--- src/rtl/adc_seq_averager.sv ---
// Sequences ADC commands over CH_MAP and emits one result per channel. Each result is the average of 2^AVG_LOG2 samples, truncated.
// Latency: the last sample's response cycle -> result_valid two cycles later. Optional threshold alarms are enabled with ADC_SEQ_THRESH_EN.
// Backpressure: command is held until command_ready. Responses cannot be stalled; an unexpected or missing response triggers a retry.
module adc_seq_averager #(
  parameter int NUM_CH = 4,
  parameter int CH_W = 5,
  parameter int DATA_W = 12,
  parameter int AVG_LOG2 = 2,
  parameter logic [NUM_CH*CH_W-1:0] CH_MAP = {5'd4, 5'd3, 5'd2, 5'd1},
  parameter int TIMEOUT_CYC = 1023,
  localparam int IDX_W = (NUM_CH > 1) ? $clog2(NUM_CH) : 1
) (
  input  logic              clock_clk,
  input  logic              reset_sink_reset,
  input  logic              start,
  input  logic              continuous,
  output logic              command_valid,
  output logic [CH_W-1:0]   command_channel,
  output logic              command_startofpacket,
  output logic              command_endofpacket,
  input  logic              command_ready,
  input  logic              response_valid,
  input  logic [CH_W-1:0]   response_channel,
  input  logic [DATA_W-1:0] response_data,
  output logic              result_valid,
  output logic [IDX_W-1:0]  result_index,
  output logic [DATA_W-1:0] result_data,
  output logic              sweep_done,
  output logic              busy,
  output logic              err_mismatch,
  output logic              err_timeout,
  input  logic              err_clear
`ifdef ADC_SEQ_THRESH_EN
  ,
  input  logic [DATA_W-1:0] thresh_hi,
  output logic [NUM_CH-1:0] thresh_alarm
`endif
);

  localparam int SMP_W = (AVG_LOG2 > 0) ? AVG_LOG2 : 1;
  localparam int ACC_W = DATA_W + AVG_LOG2;
  localparam int TMO_W = $clog2(TIMEOUT_CYC + 1);
  localparam logic [IDX_W-1:0] LAST_IDX = IDX_W'(NUM_CH - 1);
  localparam logic [SMP_W-1:0] LAST_SMP = SMP_W'((1 << AVG_LOG2) - 1);
  localparam logic [TMO_W-1:0] TMO_LAST = TMO_W'(TIMEOUT_CYC - 1);

  localparam logic [1:0] S_IDLE  = 2'd0;
  localparam logic [1:0] S_ISSUE = 2'd1;
  localparam logic [1:0] S_WAIT  = 2'd2;
  localparam logic [1:0] S_ACC   = 2'd3;

  logic [1:0]       state;
  logic [IDX_W-1:0] idx;
  logic [SMP_W-1:0] smp;
  logic [ACC_W-1:0] acc;
  logic [TMO_W-1:0] tmo_cnt;
  logic [CH_W-1:0]  exp_ch;
  logic             rsp_match;
  logic             mismatch_evt;
  logic             timeout_evt;

  // Channel currently being converted, looked up from the sweep list
  always_comb begin
    exp_ch = CH_MAP[int'(idx)*CH_W +: CH_W];
  end

  assign rsp_match     = (response_channel == exp_ch);
  assign mismatch_evt  = (state == S_WAIT) && response_valid && !rsp_match;
  assign timeout_evt   = (state == S_WAIT) && !response_valid && (tmo_cnt == TMO_LAST);

  assign command_valid         = (state == S_ISSUE);
  assign command_channel       = command_valid ? exp_ch : '0;
  assign command_startofpacket = command_valid && (idx == '0) && (smp == '0);
  assign command_endofpacket   = command_valid && (idx == LAST_IDX) && (smp == LAST_SMP);
  assign busy                  = (state != S_IDLE);

  // Sweep sequencer: issue, wait for the matching sample, accumulate, emit averages
  always_ff @(posedge clock_clk) begin
    if (reset_sink_reset) begin
      state        <= S_IDLE;
      idx          <= '0;
      smp          <= '0;
      acc          <= '0;
      tmo_cnt      <= '0;
      result_valid <= 1'b0;
      result_index <= '0;
      result_data  <= '0;
      sweep_done   <= 1'b0;
    end else begin
      result_valid <= 1'b0;
      sweep_done   <= 1'b0;
      case (state)
        S_IDLE: begin
          if (start) begin
            state <= S_ISSUE;
            idx   <= '0;
            smp   <= '0;
          end
        end
        S_ISSUE: begin
          if (command_ready) begin
            state   <= S_WAIT;
            tmo_cnt <= '0;
          end
        end
        S_WAIT: begin
          // A wrong channel or a silent ADC both retry the same command;
          // idx, smp and acc are left untouched so the average is unaffected.
          if (response_valid) begin
            if (rsp_match) begin
              acc   <= acc + ACC_W'(response_data);
              state <= S_ACC;
            end else begin
              state <= S_ISSUE;
            end
          end else if (tmo_cnt == TMO_LAST) begin
            state <= S_ISSUE;
          end else begin
            tmo_cnt <= tmo_cnt + 1'b1;
          end
        end
        S_ACC: begin
          if (smp != LAST_SMP) begin
            smp   <= smp + 1'b1;
            state <= S_ISSUE;
          end else begin
            result_valid <= 1'b1;
            result_index <= idx;
            result_data  <= DATA_W'(acc >> AVG_LOG2);
            acc          <= '0;
            smp          <= '0;
            if (idx == LAST_IDX) begin
              // Restart goes straight to ISSUE so continuous sweeps have no gap
              sweep_done <= 1'b1;
              idx        <= '0;
              state      <= continuous ? S_ISSUE : S_IDLE;
            end else begin
              idx   <= idx + 1'b1;
              state <= S_ISSUE;
            end
          end
        end
        default: state <= S_IDLE;
      endcase
    end
  end

  // Sticky error flags; a clear wins over a same-cycle error
  always_ff @(posedge clock_clk) begin
    if (reset_sink_reset) begin
      err_mismatch <= 1'b0;
      err_timeout  <= 1'b0;
    end else if (err_clear) begin
      err_mismatch <= 1'b0;
      err_timeout  <= 1'b0;
    end else begin
      if (mismatch_evt) err_mismatch <= 1'b1;
      if (timeout_evt)  err_timeout  <= 1'b1;
    end
  end

`ifdef ADC_SEQ_THRESH_EN
  // Per-channel alarm refreshed whenever that channel's average is published
  always_ff @(posedge clock_clk) begin
    if (reset_sink_reset) begin
      thresh_alarm <= '0;
    end else if (result_valid) begin
      thresh_alarm[result_index] <= (result_data > thresh_hi);
    end
  end
`endif

endmodule

--- config.mk ---
export PLATFORM = sky130hd
export DESIGN_NAME = adc_seq_averager
export DESIGN_NICKNAME = d
export VERILOG_FILES = /design/src/rtl/adc_seq_averager.sv
export SDC_FILE = /design/constraint.sdc
export NUM_CORES = 1
export LEC_CHECK = 0
export ABC_CLOCK_PERIOD_IN_PS = 2150
export CORE_MARGIN = 4
export CORE_UTILIZATION = 35
export CTS_CLUSTER_DIAMETER = 120
export CTS_CLUSTER_SIZE = 40
export DETAILED_ROUTE_END_ITERATION = 16
export MAX_ROUTING_LAYER = met4
export PLACE_DENSITY = 0.62
export SYNTH_ARGS = -nofsm -noshare
export SYNTH_HDL_FRONTEND = slang
export SYNTH_SLANG_ARGS = --single-unit
--- constraint.sdc ---
create_clock -name clock_clk -period 2.15 [get_ports clock_clk]
set_input_delay 0.43 -clock clock_clk [delete_from_list [all_inputs] [get_ports clock_clk]]
set_output_delay 0.43 -clock clock_clk [all_outputs]
set_load 0.03 [all_outputs]
==> metrics.log, run 1 <==
INFO  metric drt-initial-drc-count = 66
INFO  metric synth.cell_area = 0.002661 sq mm
INFO  metric final_net_count = 456
INFO  metric ys_ff_latch = 48
INFO  metric cellLeakagePower = 0.001473 uW
INFO  metric finalSetupViolations = 0
INFO  metric worstReg2RegStart = idx[0]$_SDFFE_PP0P_
INFO  metric worst_ir_drop_vdd = 279.8 uV
INFO  metric stdcell_count = 512
INFO  metric hpwlAfterDp = 4722 microns
INFO  metric synth_edf_count = 0
INFO  metric max-cap-violations = 0
INFO  metric timing.rr.end = acc[10]$_SDFFE_PP0P_
INFO  metric fillerInstances = 706
INFO  metric worst_hold_path_type = flip-flop to flip-flop
INFO  metric path_class = input port to flip-flop
INFO  metric dieHeight = 95.20 microns
INFO  metric design.portCount = 51
INFO  metric hold_buf_cts = 0
INFO  metric design.die.area = 0.009063 sq mm
INFO  metric hold_endpoint = result_data[2]$_SDFFE_PP0P_
INFO  metric synthCells = 333
INFO  metric grt_max_degree = 39
INFO  metric routed_via_density = 4.848
INFO  metric cts_max_level = 2
INFO  metric routed_wirelength = 6454 microns
INFO  metric syn_area_per_cell = 7.992 sq um
INFO  metric clock_insertion_delay_worst_skew = 0.31 ns
INFO  metric multiInputGateArea = 0.001649 sq mm
INFO  metric dpl.cell_count = 501
INFO  metric worstSetupStartpointType = input port
INFO  metric placer_congestion_estimate = 0.8434
INFO  metric ys_async_sr_fraction = 0%
INFO  metric area_delta_synth_final = 37.66%
INFO  metric gr-total-overflow = 0
INFO  metric effective_utilization_at_floorplan = 36.30%
INFO  metric status = finished clean
INFO  metric setup_repair_after_global_routing_missed_its_margin = true
INFO  metric antenna_violating_nets_post_route = 0
INFO  metric timing.final.crit_share = 96.82%
INFO  metric register_to_register_setup_slack = 0.08 ns
INFO  metric placed_cell_area = 0.003467 sq mm
INFO  metric grt_pass1_vias = 2339
INFO  metric fmax = 480.4 MHz
INFO  metric vias = 2482
INFO  metric groute.usage.overall = 14.84%
INFO  metric main_flop_type_after_synthesis = dfxtp_1
INFO  metric finalClockSkew = 0.01302 ns
INFO  metric numPortBuffers = 48
INFO  metric first_pass_drt_iterations = 4
INFO  metric drv_slew = 0
INFO  metric ff_latch_area = 964.7 sq um
INFO  metric timing.critical_path.arrival = 2.29 ns
INFO  metric number_of_sinks_driven_by_the_clock_tree = 48
INFO  metric routed_wire_length_per_instance = 12.61 microns
INFO  metric synth-warning-count = 0
INFO  metric clk_root_buffer_cell = clkbuf_8
INFO  metric fraction_of_the_yosys_area_taken_by_sequential_cells = 36.11%
INFO  metric period_needed = 2.082 ns
INFO  metric grt_pass1_wl = 10480 microns
INFO  metric critPathRequiredTime = 2.36 ns
INFO  metric synthDistinctLibCells = 48
INFO  metric final_area = 0.003664 sq mm
INFO  metric cts_buffers = 5
INFO  metric floorplan.core_area = 0.007331 sq mm
INFO  metric worstSetupEndpointType = flip-flop
INFO  metric max_slew_margin = 60.73%
INFO  metric num_antenna_cells = 0
INFO  metric worst_slew_pin_slew = 0.5876 ns
INFO  metric critical_path_peak_fanout = 4
INFO  metric worst-r2r-cell-count = 8
INFO  metric die_width = 95.20 microns
INFO  metric hold_path_depth = 2
INFO  metric final_hold_viol_count = 0
INFO  metric drt_drc_violations_left = 0
INFO  metric final_layout_size_suffix_gt1_share = 18.89%
INFO  metric power.density = 455.6 mW/mm^2
INFO  metric initial_antenna_violation_count = 0
INFO  metric tritoncts_clock_tree = done
INFO  metric cts.reportedPaths.clkPinSlew = 0.10 ns
INFO  metric min-delay-start = result_data[2]$_SDFFE_PP0P_
INFO  metric rows = 31
INFO  metric cts.path.max_buffers = 2
layer usage:
| layer | GRT usage (%) | share of wire, % | vias to the layer above |
|---|---|---|---|
| met3 | 2.762 | 4.6 | 10 |
| met2 | 23.56 | 46 | 62 |
| met1 | 19.21 | 48 | 1119 |
| li1 | - | - | 1291 |
| met4 | 4.447 | 1.4 | 0 |
| met5 | - | 0 | - |
registers in the layout, indices dropped and copies added (netlist names):
| name | flops |
|---|---|
| err_mismatch | 1 |
| smp | 2 |
| sweep_done | 1 |
| result_index | 2 |
| result_valid | 1 |
| err_timeout | 1 |
| idx | 2 |
| result_data | 12 |
| acc | 14 |
| tmo_cnt | 10 |
| state | 2 |
report_power, final:
part | total [uW] | leakage, uW | internal [uW] | switching (uW)
combinational | 218 | 0.00104 | 109 | 109
clock | 550 | 0.0000479 | 228 | 322
sequential | 901 | 0.000388 | 893 | 8.71
total | 1670 | 0.00147 | 1230 | 440
synth_stat cells, types with 2 or more instances:
master    number  area [sq um]
nand2_1       49         183.9
dfxtp_1       48         960.9
nor2_1        35         131.4
a21oi_1       34         170.2
ha_1          19         237.7
nand3_1       17         85.08
inv_1         14         52.55
xor2_1        13         113.9
clkbuf_1       9         33.78
and3_1         8         50.05
xnor2_1        8         70.07
o21ai_0        7         35.03
and2_1         5         31.28
nand4_1        5         31.28
nor2b_1        5         31.28
nor3_1         5         25.02
buf_2          4         20.02
nand2b_1       4         25.02
o21a_1         4         30.03
o21ai_1        4         20.02
buf_4          3         22.52
o211ai_1       3         22.52
a211oi_1       2         15.01
a31oi_1        2         12.51
mux2i_1        2         20.02
o21bai_1       2         15.01
worst max-delay path, cell delays in order:
cell and delay [ns]:
clkdlybuf4s50_1 0.49, inv_1 0.07, fa_2 0.42, nor2b_4 0.14
o2111ai_2 0.13, and3_4 0.19, o21bai_1 0.17, xnor2_1 0.17
o21ai_1 0.08
per-stage QoR:
stage	TNS [ns]	total power [uW]	hold slack (ns)	setup slack (ns)	utilization, %
after floorplan	0	1033	0.4319	0.1687	-
after global placement	-2.707	1135	0.4466	-0.4404	47.29
after detailed placement	-3.079	1135	0.4487	-0.4380	47.29
after CTS	0	1687	0.4614	0.01579	48.78
after global routing	-0.04732	1746	0.4866	-0.01854	49.97
final	0	1669	0.4584	0.06843	49.97
area by class of cell:
| cell class | count | area share, % |
|---|---|---|
| clock buffers | 5 | 1.878 |
| flip-flops and latches | 48 | 26.33 |
| multi-input cells | 255 | 45.01 |
| well taps | 99 | 3.381 |
| inverters | 14 | 1.434 |
| clock inverters | 3 | 0.5123 |
| repair buffers | 88 | 21.45 |
worst max path at each step:
stage,start,endpoint,slack [ns],cells past startpoint
5_1_grt,idx[0]$_SDFFE_PP0P_,acc[10]$_SDFFE_PP0P_,-0.02,8
3_5_place_dp,response_data[0],acc[12]$_SDFFE_PP0P_,-0.44,10
3_3_place_gp,response_data[0],acc[12]$_SDFFE_PP0P_,-0.44,10
2_1_floorplan,response_data[0],acc[8]$_SDFFE_PP0P_,0.17,9
6_report,response_data[1],acc[10]$_SDFFE_PP0P_,0.07,9
4_1_cts,response_data[1],acc[13]$_SDFFE_PP0P_,0.02,9
cell families after synthesis:
| family | Yosys count | synth area share (%) |
|---|---|---|
| DFF | 48 | 36.11 |
| adders and majority gates | 20 | 9.685 |
| buffers and inverters | 31 | 4.983 |
| AOI/OAI and AO/OA | 66 | 15.14 |
| and+or+nand+nor | 144 | 26.28 |
| other | 1 | 0.1409 |
| xor gates and xnor gates | 21 | 6.911 |
| muxes | 2 | 0.7523 |
placed cells by master, fill, tap and decap left out, types with 4 or more instances in the layout:
master	synthesis	layout
nand2_1	49	49
dfxtp_1	48	45
buf_4	3	43
clkdlybuf4s50_1	0	41
nor2_1	35	35
a21oi_1	34	31
nand3_1	17	17
ha_1	19	17
inv_1	14	13
xor2_1	13	12
xnor2_1	8	8
and3_1	8	7
and2_1	5	5
nand4_1	5	5
o21ai_1	4	5
nor3_1	5	5
clkbuf_8	0	5
nor2b_1	5	4
o21ai_0	7	4
nand2b_1	4	4
o21a_1	4	4
timing repair:
action,CTS,global route
gates cloned,0,0
setup buffers,0,3
gates resized for setup,8,19
pin swaps,0,12
setup endpoints to repair,7,13
Note: power is estimated with default switching activity, not from simulation.
==> inputs of run 2 (changes only) <==
Settings changed: CTS_CLUSTER_SIZE 40 to default, GPL_ROUTABILITY_DRIVEN from default to 0, GPL_TIMING_DRIVEN from default to 1.
==> results of run 2 <==
Final layout, timing and power as in run 1 (identical DEF).
==> inputs of run 3 (changes only) <==
Settings changed: CORE_UTILIZATION 35 to 50, PLACE_DENSITY 0.62 to 0.81.
==> metrics.log, run 3 (synthesis gave the netlist of run 1 again) <==
INFO  metric grt_pass1_wl = 10720 microns
INFO  metric status = finished, violations left
INFO  metric timing.hold.ws = 0.4593 ns
INFO  metric fin_util = 69.23%
INFO  metric num_antenna_cells = 0
INFO  metric tritoncts_clock_tree = done
INFO  metric timing.final.crit_share = 100.8%
INFO  metric largest_register_ffs = 14
INFO  metric cts_buffers = 5
INFO  metric ff_latch_area = 963.4 sq um
INFO  metric vias = 2568
INFO  metric clock_insertion_delay_worst_skew = 0.30 ns
INFO  metric routed_wirelength = 6617 microns
INFO  metric worstReg2RegStart = idx[0]$_SDFFE_PP0P_
INFO  metric dieHeight = 80.96 microns
INFO  metric multiInputGateArea = 0.001618 sq mm
INFO  metric cts.path.max_buffers = 2
INFO  metric share_clk_of_total_power = 31.7%
INFO  metric gr-total-overflow = 0
INFO  metric design.die.area = 0.006554 sq mm
INFO  metric max-cap-violations = 0
INFO  metric finalClockSkew = 0.01006 ns
INFO  metric grt_pass1_vias = 2470
INFO  metric max_slew_margin = 64.91%
INFO  metric critPathRequiredTime = 2.35 ns
INFO  metric worst_ir_drop_vdd = 281.3 uV
INFO  metric power.net_switching = 414.9 uW
INFO  metric number_of_sinks_driven_by_the_clock_tree = 48
INFO  metric area_delta_synth_final = 33.71%
INFO  metric cts_max_level = 2
INFO  metric cts.reportedPaths.clkPinSlew = 0.09 ns
INFO  metric path_class = input port to flip-flop
INFO  metric drv_slew = 0
INFO  metric initial_antenna_violation_count = 0
INFO  metric grt_max_degree = 21
INFO  metric antenna_violating_nets_post_route = 0
INFO  metric final_hold_viol_count = 0
INFO  metric drt-initial-drc-count = 102
INFO  metric fmax = 461.2 MHz
INFO  metric effective_utilization_at_floorplan = 51.78%
INFO  metric finalSetupViolations = 1
INFO  metric power.density = 459.0 mW/mm^2
INFO  metric power_frac_seq = 54.7%
INFO  metric routed_wire_length_per_instance = 13.84 microns
INFO  metric worst_hold_path_type = flip-flop to flip-flop
INFO  metric hold_path_depth = 2
INFO  metric register_to_register_setup_slack = 0.06 ns
INFO  metric final_net_count = 452
INFO  metric design.portCount = 51
INFO  metric die_width = 80.96 microns
INFO  metric biggest_registers_after_layout = acc: 14 flops, result_data: 12 flops, tmo_cnt: 10 flops
INFO  metric worstSetupStartpointType = input port
INFO  metric cellLeakagePower = 0.001447 uW
INFO  metric fillerInstances = 446
INFO  metric critical_path_peak_fanout = 4
INFO  metric min-delay-start = result_index[0]$_SDFFE_PP0P_
INFO  metric timing.critical_path.arrival = 2.37 ns
INFO  metric violations_in_the_final_reports = setup timing
INFO  metric setup_ws = -0.01824 ns
INFO  metric numPortBuffers = 48
INFO  metric groute.usage.overall = 20.93%
INFO  metric clk_root_buffer_cell = clkbuf_8
INFO  metric worst_slew_pin_slew = 0.5251 ns
INFO  metric mostFrequentLayoutCell = nand2_1
INFO  metric period_needed = 2.168 ns
INFO  metric hold_endpoint = result_index[0]$_SDFFE_PP0P_
INFO  metric routed_via_density = 5.372
INFO  metric first_pass_drt_iterations = 4
INFO  metric hpwlAfterDp = 4892 microns
INFO  metric floorplan.core_area = 0.005140 sq mm
INFO  metric register_bank_with_the_most_flops = acc
INFO  metric hold_buf_cts = 0
INFO  metric power = 1633 uW
INFO  metric final_layout_size_suffix_gt1_share = 16.42%
INFO  metric setup_repair_after_global_routing_missed_its_margin = true
INFO  metric rows = 26
INFO  metric worstSetupEndpointType = flip-flop
INFO  metric layout.cells.most_common_list = 49 x nand2_1, 46 x dfxtp_1, 42 x clkdlybuf4s50_1
INFO  metric worst-r2r-cell-count = 9
INFO  metric timing.rr.end = acc[3]$_SDFFE_PP0P_
INFO  metric drt_drc_violations_left = 0
INFO  metric int_power = 1218 uW
INFO  metric power.switching_fraction = 25.40%
INFO  metric comb_power_share = 13.5%
run 3: cell count changes in the layout (fill, tap and decap cells not counted), moves of 2 or more:
cell           delta
buf_4             -7
o21ai_1           -3
a21oi_1           +2
a21oi_2           -2
dlygate4sd2_1     +2
o21ai_2           +2
run 3: area by class of cell:
| type | count | share of cell area [%] |
|---|---|---|
| sequential | 48 | 27.07 |
| tap | 70 | 2.461 |
| multi-input combinational | 255 | 45.46 |
| clock inverter | 2 | 0.3516 |
| inverter | 14 | 1.477 |
| clock buffer | 5 | 1.934 |
| timing repair buffer | 84 | 21.24 |
run 3: critical path, stage by stage:
cell	delay (ns)
clkdlybuf4s50_1	0.44
ha_1	0.33
a21oi_2	0.21
o21ai_0	0.14
a21oi_1	0.19
buf_4	0.16
o211ai_1	0.12
and3_1	0.19
o21a_1	0.16
run 3: power groups by stage:
stage | clock network [uW] | registers, uW | logic (uW)
2_1_floorplan | 0 | 916 | 117
3_3_place_gp | 0 | 915 | 215
3_5_place_dp | 0 | 915 | 218
4_1_cts | 534 | 894 | 218
5_1_grt | 579 | 895 | 238
6_report | 518 | 894 | 221
run 3: how the worst max path moves through the flow:
stage	startpoint	to
detailed placement	response_data[0]	acc[8]$_SDFFE_PP0P_
global placement	response_data[0]	acc[12]$_SDFFE_PP0P_
CTS	response_data[0]	acc[12]$_SDFFE_PP0P_
floorplan	response_data[0]	acc[8]$_SDFFE_PP0P_
global route	response_data[1]	acc[13]$_SDFFE_PP0P_
finish	response_data[1]	acc[13]$_SDFFE_PP0P_
run 3: repair_timing:
action / CTS / global route
buffers inserted: 1 / 4
hold endpoints to repair: 0 / 0
resized for setup: 8 / 19
pin swaps: 1 / 7
endpoints found under the setup margin: 10 / 12
run 3: metrics by stage:
step | TNS, ns | instance area, sq um | cells | worst slack (ns)
final | -0.01824 | 3558 | 478 | -0.01824
after CTS | 0 | 3486 | 474 | 0.001203
after global routing | -0.3094 | 3558 | 478 | -0.08814
after floorplan | 0 | 2665 | 334 | 0.1687
after detailed placement | -2.914 | 3381 | 466 | -0.4506
after global placement | -2.331 | 3381 | 466 | -0.3829
run 3: per-layer routing:
metal	global-route usage, %	part of all wire (%)
met1	23.71	41
met2	37.27	52
met3	3.991	5.6
met4	6.250	1.6
met5	-	0
==> patch (flow settings as in run 3) <==
The parameter `DATA_W` goes from 12 to 18.
--- a/src/rtl/adc_seq_averager.sv
+++ b/src/rtl/adc_seq_averager.sv
@@ -5,5 +5,5 @@
   parameter int NUM_CH = 4,
   parameter int CH_W = 5,
-  parameter int DATA_W = 12,
+  parameter int DATA_W = 18,
   parameter int AVG_LOG2 = 2,
   parameter logic [NUM_CH*CH_W-1:0] CH_MAP = {5'd4, 5'd3, 5'd2, 5'd1},
Ports: changed (resized response_data and result_data); port bits go from 51 to 63. No check against the original RTL was run, so the function may have changed too.
==> patch against run 3 <==
Setup slack got worse by 0.016 ns. Power up 53%. Sequential power up 25%. Count of clock-buffer cells in the layout is 7 higher. Fmax decreased by 0.71%. Largest cell class unchanged. Routed wire length increased by 63%. Final cell count up 30%. Critical endpoint is now acc[19]. Sequential cell count rose by 12. Critical path depth is 1 lower. Combinational power up 36%. Global-route usage up 4.3 points. The run still ends with negative setup slack left. Design area up 40%. Largest power group unchanged. Synthesized area increased by 26%. Sequential share of layout area fell by 2.8 points.
==> patch: results (changes against run 3) <==
xor and xnor area share after synthesis=5.996% (was 6.911%); final number of setup-violating endpoints=2 (was 1); Post-CTS Setup Inserts=3 (was 1); Leak=1.989 nW (was 1.447 nW); dpl hpwl=6.792 mm (was 4.892 mm); crit path to=acc[19] (was acc[13]); M2 GR Usage=43.98% (was 37.27%); Worst Hold Depth=2 (unchanged); Synth Area in Compound Gates=19.44% (was 15.14%); pre-CTS setup slack=-0.6646 ns (was -0.4506 ns); FF-to-FF Start=acc[0] (was idx[0]); first-pass GRT wire length=16.58 mm (was 10.72 mm); fraction of the mapped netlist area in adder cells=9.907% (was 9.685%); Slew @ Worst Pin=0.5775 ns (was 0.5251 ns); Synth top cells by count=dfxtp_1 (60), nand2_1 (60), a21oi_1 (43), nor2_1 (43), ha_1 (25) (was nand2_1 (49), dfxtp_1 (48), nor2_1 (35), a21oi_1 (34), ha_1 (19)); H-tree depth=3 (was 2); Yosys cell types=57 (was 48); Nets=595 (was 452); HP Start=result_data[10] (was result_index[0]); worst path arrival time=2.48 ns (was 2.37 ns); via count=3714 (was 2568); final hold slack=0.4537 ns (was 0.4593 ns); Switch Pwr=642.9 uW (was 414.9 uW); reg2reg end=acc[18] (was acc[3]); violated checks=negative setup slack (unchanged); Top Registers=acc (20), result_data (18), tmo_cnt (10) (was acc (14), result_data (12), tmo_cnt (10)); CTS root buffer=clkbuf_8 (unchanged); WL met3=742 um (was 369 um); final worst slack=-0.03375 ns (was -0.01824 ns); crit path launch=response_data[11] (was response_data[1]); port bufs=60 (was 48); Clock Skews=0.01248 ns (was 0.01006 ns); largest net degree at the start of global routing=43 (was 21); Placed Area=0.004473 sq mm (was 0.003381 sq mm); drt wl/cell=17.38 um (was 13.84 um); reg-to-reg slack, setup=0.01 ns (was 0.06 ns); met2 wire length=5.407 mm (was 3.408 mm); TritonRoute pass-1 iters=5 (was 4); Routed met1 length=4.331 mm (was 2.736 mm); fillers=436 (was 446); Final Instance Count excl. Fillers=621 (was 478); register area=0.001205 sq mm (was 963.4 sq um); vias in the first global route=3581 (was 2470); syn avg cell area=8.018 sq um (was 7.992 sq um); post_cts resized=29 (was 8); Clock Latency Late Sink=0.35 ns (was 0.30 ns); met1 GRT Util=30.20% (was 23.71%); GR met3 Demand/Resource=4.090% (was 3.991%); mux cell area share after synthesis=0.5959% (was 0.7522%); Worst-path clk slew=0.07 ns (was 0.09 ns); layout cells sized above 1=23.90% (was 16.42%); status=complete, but fails checks (unchanged); gr usage total=25.28% (was 20.93%); total CTS buffers=9 (was 5); setup TNS=-0.03950 ns (was -0.01824 ns); Hold Path End=result_data[10] (was result_index[0]); FF-to-FF path depth=8 (was 9)
## patch: cell types whose count changed in the layout (fill, tap and decap cells not counted), moves of 7 or more
cell,change
ha_4,+11
nand2_1,+10
buf_4,+31
dfxtp_1,+11
o21ai_0,+7
## patch: worst max-delay path, cell delays in order
cell,delay (ns)
clkdlybuf4s50_1,0.46
ha_4,0.29
and3_2,0.23
and4_1,0.23
o21ai_1,0.13
and3_1,0.28
o311a_1,0.36
nand3_1,0.06
## patch: final cells by class
cell class | count | share of cell area (%)
inverters | 14 | 1.057
clock buffers | 12 | 3.122
flip-flops and latches | 60 | 24.24
repair buffers | 126 | 22.16
clock inverters | 4 | 0.9567
well taps | 77 | 1.939
multi-input cells | 328 | 46.53
## patch: power by group through the flow
stage               sequential (mW)  clock, mW  combinational, mW
detailed placement             1.15          0              0.273
floorplan                      1.14          0              0.136
global route                   1.12       1.12              0.321
global placement               1.15          0              0.266
finish                         1.12       1.07              0.301
CTS                            1.12       1.08              0.283
